**src/rtl/traffic_pkg.sv**
```systemverilog
// Shared lamp encodings, phase enum and direction encoding for the intersection
// controller and the downstream lamp driver.
package traffic_pkg;

  localparam logic [2:0] LAMP_G = 3'b001;
  localparam logic [2:0] LAMP_Y = 3'b010;
  localparam logic [2:0] LAMP_R = 3'b100;

  localparam logic DIR_NS = 1'b0;
  localparam logic DIR_EW = 1'b1;

  typedef enum logic [1:0] {
    PH_GREEN  = 2'd0,
    PH_YELLOW = 2'd1,
    PH_ALLRED = 2'd2,
    PH_WALK   = 2'd3
  } phase_e;

endpackage

```
**src/rtl/traffic_dwell_timer.sv**
```systemverilog
// Tick-driven dwell counter: clear dominates, advances on tick, optionally
// holds at SAT_MAX so a resting green never wraps.
module traffic_dwell_timer #(
  parameter logic [3:0] SAT_MAX = 4'd9
) (
  input  logic       clk,
  input  logic       rst,
  input  logic       tick_i,
  input  logic       clr_i,
  input  logic       sat_en_i,
  output logic [3:0] cnt_o
);

  logic [3:0] cnt_q, cnt_d;

  always_comb begin
    cnt_d = cnt_q;
    if (clr_i)
      cnt_d = 4'd0;
    else if (tick_i && !(sat_en_i && cnt_q >= SAT_MAX))
      cnt_d = cnt_q + 4'd1;
  end

  always_ff @(posedge clk) begin
    if (rst) cnt_q <= 4'd0;
    else     cnt_q <= cnt_d;
  end

  assign cnt_o = cnt_q;

endmodule

```
**src/rtl/traffic_phase_sched.sv**
```systemverilog
// Two-road phase scheduler with actuated green, pedestrian walk and
// emergency preemption; all outputs decode from registered state.
module traffic_phase_sched
  import traffic_pkg::*;
#(
  parameter int MIN_GREEN = 5,
  parameter int MAX_GREEN = 10,
  parameter int YELLOW_T  = 2,
  parameter int ALLRED_T  = 1,
  parameter int WALK_T    = 4
) (
  input  logic       clk,
  input  logic       rst,
  input  logic       tick,
  input  logic       ns_car,
  input  logic       ew_car,
  input  logic       ped_req,
  input  logic       emerg_ns,
  input  logic       emerg_ew,
  output logic [2:0] signal1_light,
  output logic [2:0] signal2_light,
  output logic       walk,
  output logic       ped_pending,
  output logic [1:0] phase,
  output logic       dir
);

  localparam logic [3:0] MIN_L  = 4'(MIN_GREEN - 1);
  localparam logic [3:0] MAX_L  = 4'(MAX_GREEN - 1);
  localparam logic [3:0] YEL_L  = 4'(YELLOW_T - 1);
  localparam logic [3:0] AR_L   = 4'(ALLRED_T - 1);
  localparam logic [3:0] WALK_L = 4'(WALK_T - 1);

  phase_e     phase_q, phase_d;
  logic       dir_q, dir_d;
  logic       ped_q, ped_d;
  logic [3:0] cnt;
  logic       own_emerg, oth_emerg, any_emerg, own_car, oth_car, new_dir;

  traffic_dwell_timer #(.SAT_MAX(MAX_L)) u_timer (
    .clk      (clk),
    .rst      (rst),
    .tick_i   (tick),
    .clr_i    (phase_d != phase_q),
    .sat_en_i (phase_q == PH_GREEN),
    .cnt_o    (cnt)
  );

  assign own_emerg = (dir_q == DIR_NS) ? emerg_ns : emerg_ew;
  assign oth_emerg = (dir_q == DIR_NS) ? emerg_ew : emerg_ns;
  assign any_emerg = emerg_ns | emerg_ew;
  assign own_car   = (dir_q == DIR_NS) ? ns_car : ew_car;
  assign oth_car   = (dir_q == DIR_NS) ? ew_car : ns_car;
  // NS preemption outranks EW; without preemption the roads alternate.
  assign new_dir   = emerg_ns ? DIR_NS : (emerg_ew ? DIR_EW : ~dir_q);

  always_comb begin
    phase_d = phase_q;
    dir_d   = dir_q;
    case (phase_q)
      PH_GREEN: begin
        if (!own_emerg) begin
          if (oth_emerg)
            phase_d = PH_YELLOW;
          else if (tick && cnt >= MIN_L && (oth_car || ped_q) &&
                   (!own_car || cnt == MAX_L))
            phase_d = PH_YELLOW;
        end
      end
      PH_YELLOW: if (tick && cnt == YEL_L) phase_d = PH_ALLRED;
      PH_ALLRED: begin
        if (tick && cnt == AR_L) begin
          if (ped_q && !any_emerg) begin
            phase_d = PH_WALK;
          end else begin
            phase_d = PH_GREEN;
            dir_d   = new_dir;
          end
        end
      end
      PH_WALK: begin
        if (any_emerg || (tick && cnt == WALK_L)) begin
          phase_d = PH_GREEN;
          dir_d   = new_dir;
        end
      end
      default: phase_d = PH_GREEN;
    endcase
  end

  // Entering WALK serves the request, even against a same-cycle press.
  always_comb begin
    ped_d = ped_q;
    if (phase_d == PH_WALK && phase_q != PH_WALK)
      ped_d = 1'b0;
    else if (ped_req && phase_q != PH_WALK)
      ped_d = 1'b1;
  end

  always_ff @(posedge clk) begin
    if (rst) begin
      phase_q <= PH_GREEN;
      dir_q   <= DIR_NS;
      ped_q   <= 1'b0;
    end else begin
      phase_q <= phase_d;
      dir_q   <= dir_d;
      ped_q   <= ped_d;
    end
  end

  always_comb begin
    signal1_light = LAMP_R;
    signal2_light = LAMP_R;
    if (phase_q == PH_GREEN) begin
      if (dir_q == DIR_NS) signal1_light = LAMP_G;
      else                 signal2_light = LAMP_G;
    end else if (phase_q == PH_YELLOW) begin
      if (dir_q == DIR_NS) signal1_light = LAMP_Y;
      else                 signal2_light = LAMP_Y;
    end
  end

  assign walk        = (phase_q == PH_WALK);
  assign ped_pending = ped_q;
  assign phase       = phase_q;
  assign dir         = dir_q;

endmodule
```
**config.mk**
```make
export PLATFORM = sky130hd
export DESIGN_NAME = traffic_phase_sched
export DESIGN_NICKNAME = d
export VERILOG_FILES = /design/src/rtl/traffic_pkg.sv /design/src/rtl/traffic_dwell_timer.sv /design/src/rtl/traffic_phase_sched.sv
export SDC_FILE = /design/constraint.sdc
export NUM_CORES = 1
export LEC_CHECK = 0
export ABC_AREA = 1
export ABC_CLOCK_PERIOD_IN_PS = 1270
export BUFFER_PORTS_ARGS = -buffer_cell sky130_fd_sc_hd__buf_2
export CAP_MARGIN = 30
export CORE_AREA = 5 5 46 48
export DETAILED_ROUTE_END_ITERATION = 8
export DIE_AREA = 0 0 51 53
export HOLD_SLACK_MARGIN = 0.02
export PLACE_DENSITY = 0.66
export REMOVE_ABC_BUFFERS = 1
export SLEW_MARGIN = 30
export SYNTH_ARGS = -nofsm -noshare
export SYNTH_HDL_FRONTEND = slang
export SYNTH_HIERARCHICAL = 1
export SYNTH_SLANG_ARGS = --single-unit
```
**constraint.sdc**
```tcl
create_clock -name clk -period 1.27 [get_ports clk]
set_input_delay 0.0635 -clock clk [delete_from_list [all_inputs] [get_ports clk]]
set_output_delay 0.0635 -clock clk [all_outputs]
set_load 0.005 [all_outputs]
```
==> results by group <==
CTS
  – Root Buffer: clkbuf_4
  – CTS tree: built
  – Worst-path clk slew: 0.06 ns
  – CTS buffer count: 3
  – H-tree depth: 1
  – Maximum root-to-sink buffer count: 2
  – Sinks on Clock Net: 8
  – Clk Latency, worst-skew pair: 0.26 ns

Routing
  – Drt pass-1 iters: 4
  – Initial drt markers: 21
  – Via count: 866
  – Routed WL per cell: 11.6 um
  – Antenna-violating nets left: 0
  – Vias per inst: 4.92
  – # DRC: 0
  – WL final: 2030 um

Finish
  – Commonest non-fill, non-tap cell in the layout: nand2_1
  – Final Net Count: 172
  – Area Overhead vs Synth: 52.3%
  – Share of layout cells above drive strength 1: 0.522
  – # diodes: 0
  – Design area: 1080 sq um
  – Fillers: 152
  – Most frequent cells in the layout: nand2_1 (24), buf_4 (23), buf_2 (18), inv_1 (17), nor2_1 (12)

Setup path
  – WS Path Type: reg -> reg
  – CP Data Arrival Time: 1.65 ns
  – R2R Setup Slk: -0.19 ns
  – Endpoint class of the critical path: flip-flop
  – Setup crit start kind: flip-flop
  – Req. time, crit path: 1.45 ns
  – Critical Path Fanout Max: 5
  – Worst r2r path cells: 11

Global route
  – Number of global-route vias before repair: 860
  – First-pass GRT wire length: 3460 um
  – GRT Total Usage: 0.170
  – Pin count of the biggest net entering global routing: 7
  – GR Overflow Total: 0
  – Initial antenna violation count: 0

Timing
  – Tcrit/Tclk final: 1.15
  – RSZ-0062 raised after global routing: yes
  – Clock Skew: 0.00709 ns
  – Hold Fails Final Rpt: 0
  – Final TNS setup: -0.739 ns
  – Fin worst setup slack: -0.195 ns
  – Pins Over Slew Limit: 0
  – Fmax: 0.683 GHz
  – Final Setup Violations: 4
  – Slew @ Worst Pin: 0.256 ns
  – Relative slew slack: 0.828
  – Crit path time final: 1.46 ns

Power and ir drop
  – Switch share: 0.327
  – Pwr Total: 710 uW
  – Net switching power: 232 uW
  – PD cells: 656 nW/um^2
  – Worst IR Drop VDD: 610 uV
  – Sequential cell fraction of total power: 0.385
  – Logic pwr share: 0.335
  – Pint: 478 uW
  – Clock power share: 0.280
  – Leak: 0.591 nW

Yosys
  – Yosys reg bits: 8
  – Library cells used by synthesis: 22
  – Post-synthesis sequential area ratio: 0.225
  – Synth top area share: 0.225
  – Yosys warning total: 6
  – Syn_area_per_cell: 6.18 sq um
  – Top_reg_cell synth: dfxtp_1
  – Cell count after synthesis: 115
  – Post-synth EDFFs: 0
  – Post-synth ARST share: 0
  – Synth area leader: dfxtp_1
  – Mapped cell area: 711 sq um
  – Synth area leaders: dfxtp_1 (23%), nand2_1 (14%), inv_1 (9.5%)

Placement
  – Placement Cell Area: 976 sq um
  – PortBufs: 18
  – Post-DP HPWL: 1520 um
  – GP Congestion: 0.898

Status
  – Failing checks: setup timing
  – Outcome: finished, violations left

Flow run
  – Max Cap Viol: 0

Floorplanning
  – Die H: 53 um
  – Initial Utilization: 0.425
  – Core area: 1670 sq um
  – Die W: 51 um
  – Site row count: 15
  – I/O pin count: 19
  – Die area: 2700 sq um

Hold path
  – Hold crit path type: in -> reg
  – Hold depth: 3
-- state kept, by name, indices dropped and copies added (netlist names) --
signal / cells
dir: 1
ped_pending: 1
phase: 2
u_timer/cnt_o: 4
-- layer usage --
layer	part of all wire	vias up	GRT usage
met5	0	-	0
met4	0.015	0	0.0762
met3	0.048	4	0.0423
met2	0.50	21	0.285
met1	0.44	394	0.204
li1	-	447	-
-- kinds of logic (layout without fill, tap and decap cells) --
kind of cell / after synthesis / after routing / share of synthesized area
compound gates: 14 / 14 / 0.125
xor+xnor: 1 / 1 / 0.0123
fa+ha+maj: 3 / 3 / 0.0528
buf+inv: 22 / 66 / 0.130
flops: 8 / 8 / 0.225
simple gates: 67 / 67 / 0.454
-- metrics by stage --
step | util | std cells | hold WS (ns) | setup slack (ns)
finish | 0.648 | 176 | 0.0576 | -0.195
global route | 0.648 | 176 | 0.0867 | -0.286
CTS | 0.631 | 178 | 0.0638 | -0.181
detailed placement | 0.584 | 171 | 0.268 | -0.202
global placement | 0.584 | 171 | 0.267 | -0.139
floorplan | - | 114 | 0.133 | -0.142
-- cell type report --
cell class,count,area [sq um],area share
Timing Repair Buffer,42,273,0.252
Multi-Input combinational cell,85,505,0.467
Inverter,21,81.3,0.0751
Sequential cell,8,179,0.165
Tap cell,17,21.3,0.0197
Clock buffer,3,22.5,0.0208
-- synth_stat cells, types with 2 or more instances --
cell / instances
a21oi_1: 6
a21oi_2: 2
dfxtp_1: 8
ha_1: 3
inv_1: 18
inv_2: 2
nand2_1: 27
nand2_2: 6
nand2_4: 2
nand3_1: 9
nand4_1: 3
nor2_1: 14
nor2_2: 4
o21ai_0: 2
o21ai_1: 2
-- final timing paths --
path / from / endpoint
hold reg to reg: u_timer/cnt_o[3] / u_timer/cnt_o[3]
setup reg to reg: u_timer/cnt_o[3] / u_timer/cnt_o[2]
hold / removal: ped_req / ped_pending
setup / recovery: u_timer/cnt_o[3] / u_timer/cnt_o[2]
-- worst max-delay path: stages (launching register included) --
cell and delay, ns:
dfxtp_4 0.36, nor2_4 0.14, nand2_2 0.07, nor2_4 0.14
nand2_2 0.08, nand2_2 0.09, nor2_4 0.04, nand3_1 0.08
nand3_1 0.07, nor2_1 0.13, inv_2 0.08, a21oi_2 0.11
-- power by group through the flow --
stage / clock network [mW] / registers (mW) / logic [mW]
2_1_floorplan: 0 / 0.283 / 0.112
6_report: 0.199 / 0.274 / 0.238
4_1_cts: 0.204 / 0.274 / 0.229
3_3_place_gp: 0 / 0.281 / 0.209
5_1_grt: 0.227 / 0.275 / 0.263
3_5_place_dp: 0 / 0.281 / 0.213
-- what timing repair did --
| item | in CTS | in global routing |
|---|---|---|
| hold buffers | 1 | 0 |
| endpoints found under the setup margin | 5 | 12 |
| pin swaps | 5 | 8 |
| buffers inserted | 3 | 1 |
| gates resized for setup | 9 | 16 |
| endpoints found under the hold margin | 1 | 0 |
No activity file was read; power rests on OpenSTA's default activity.
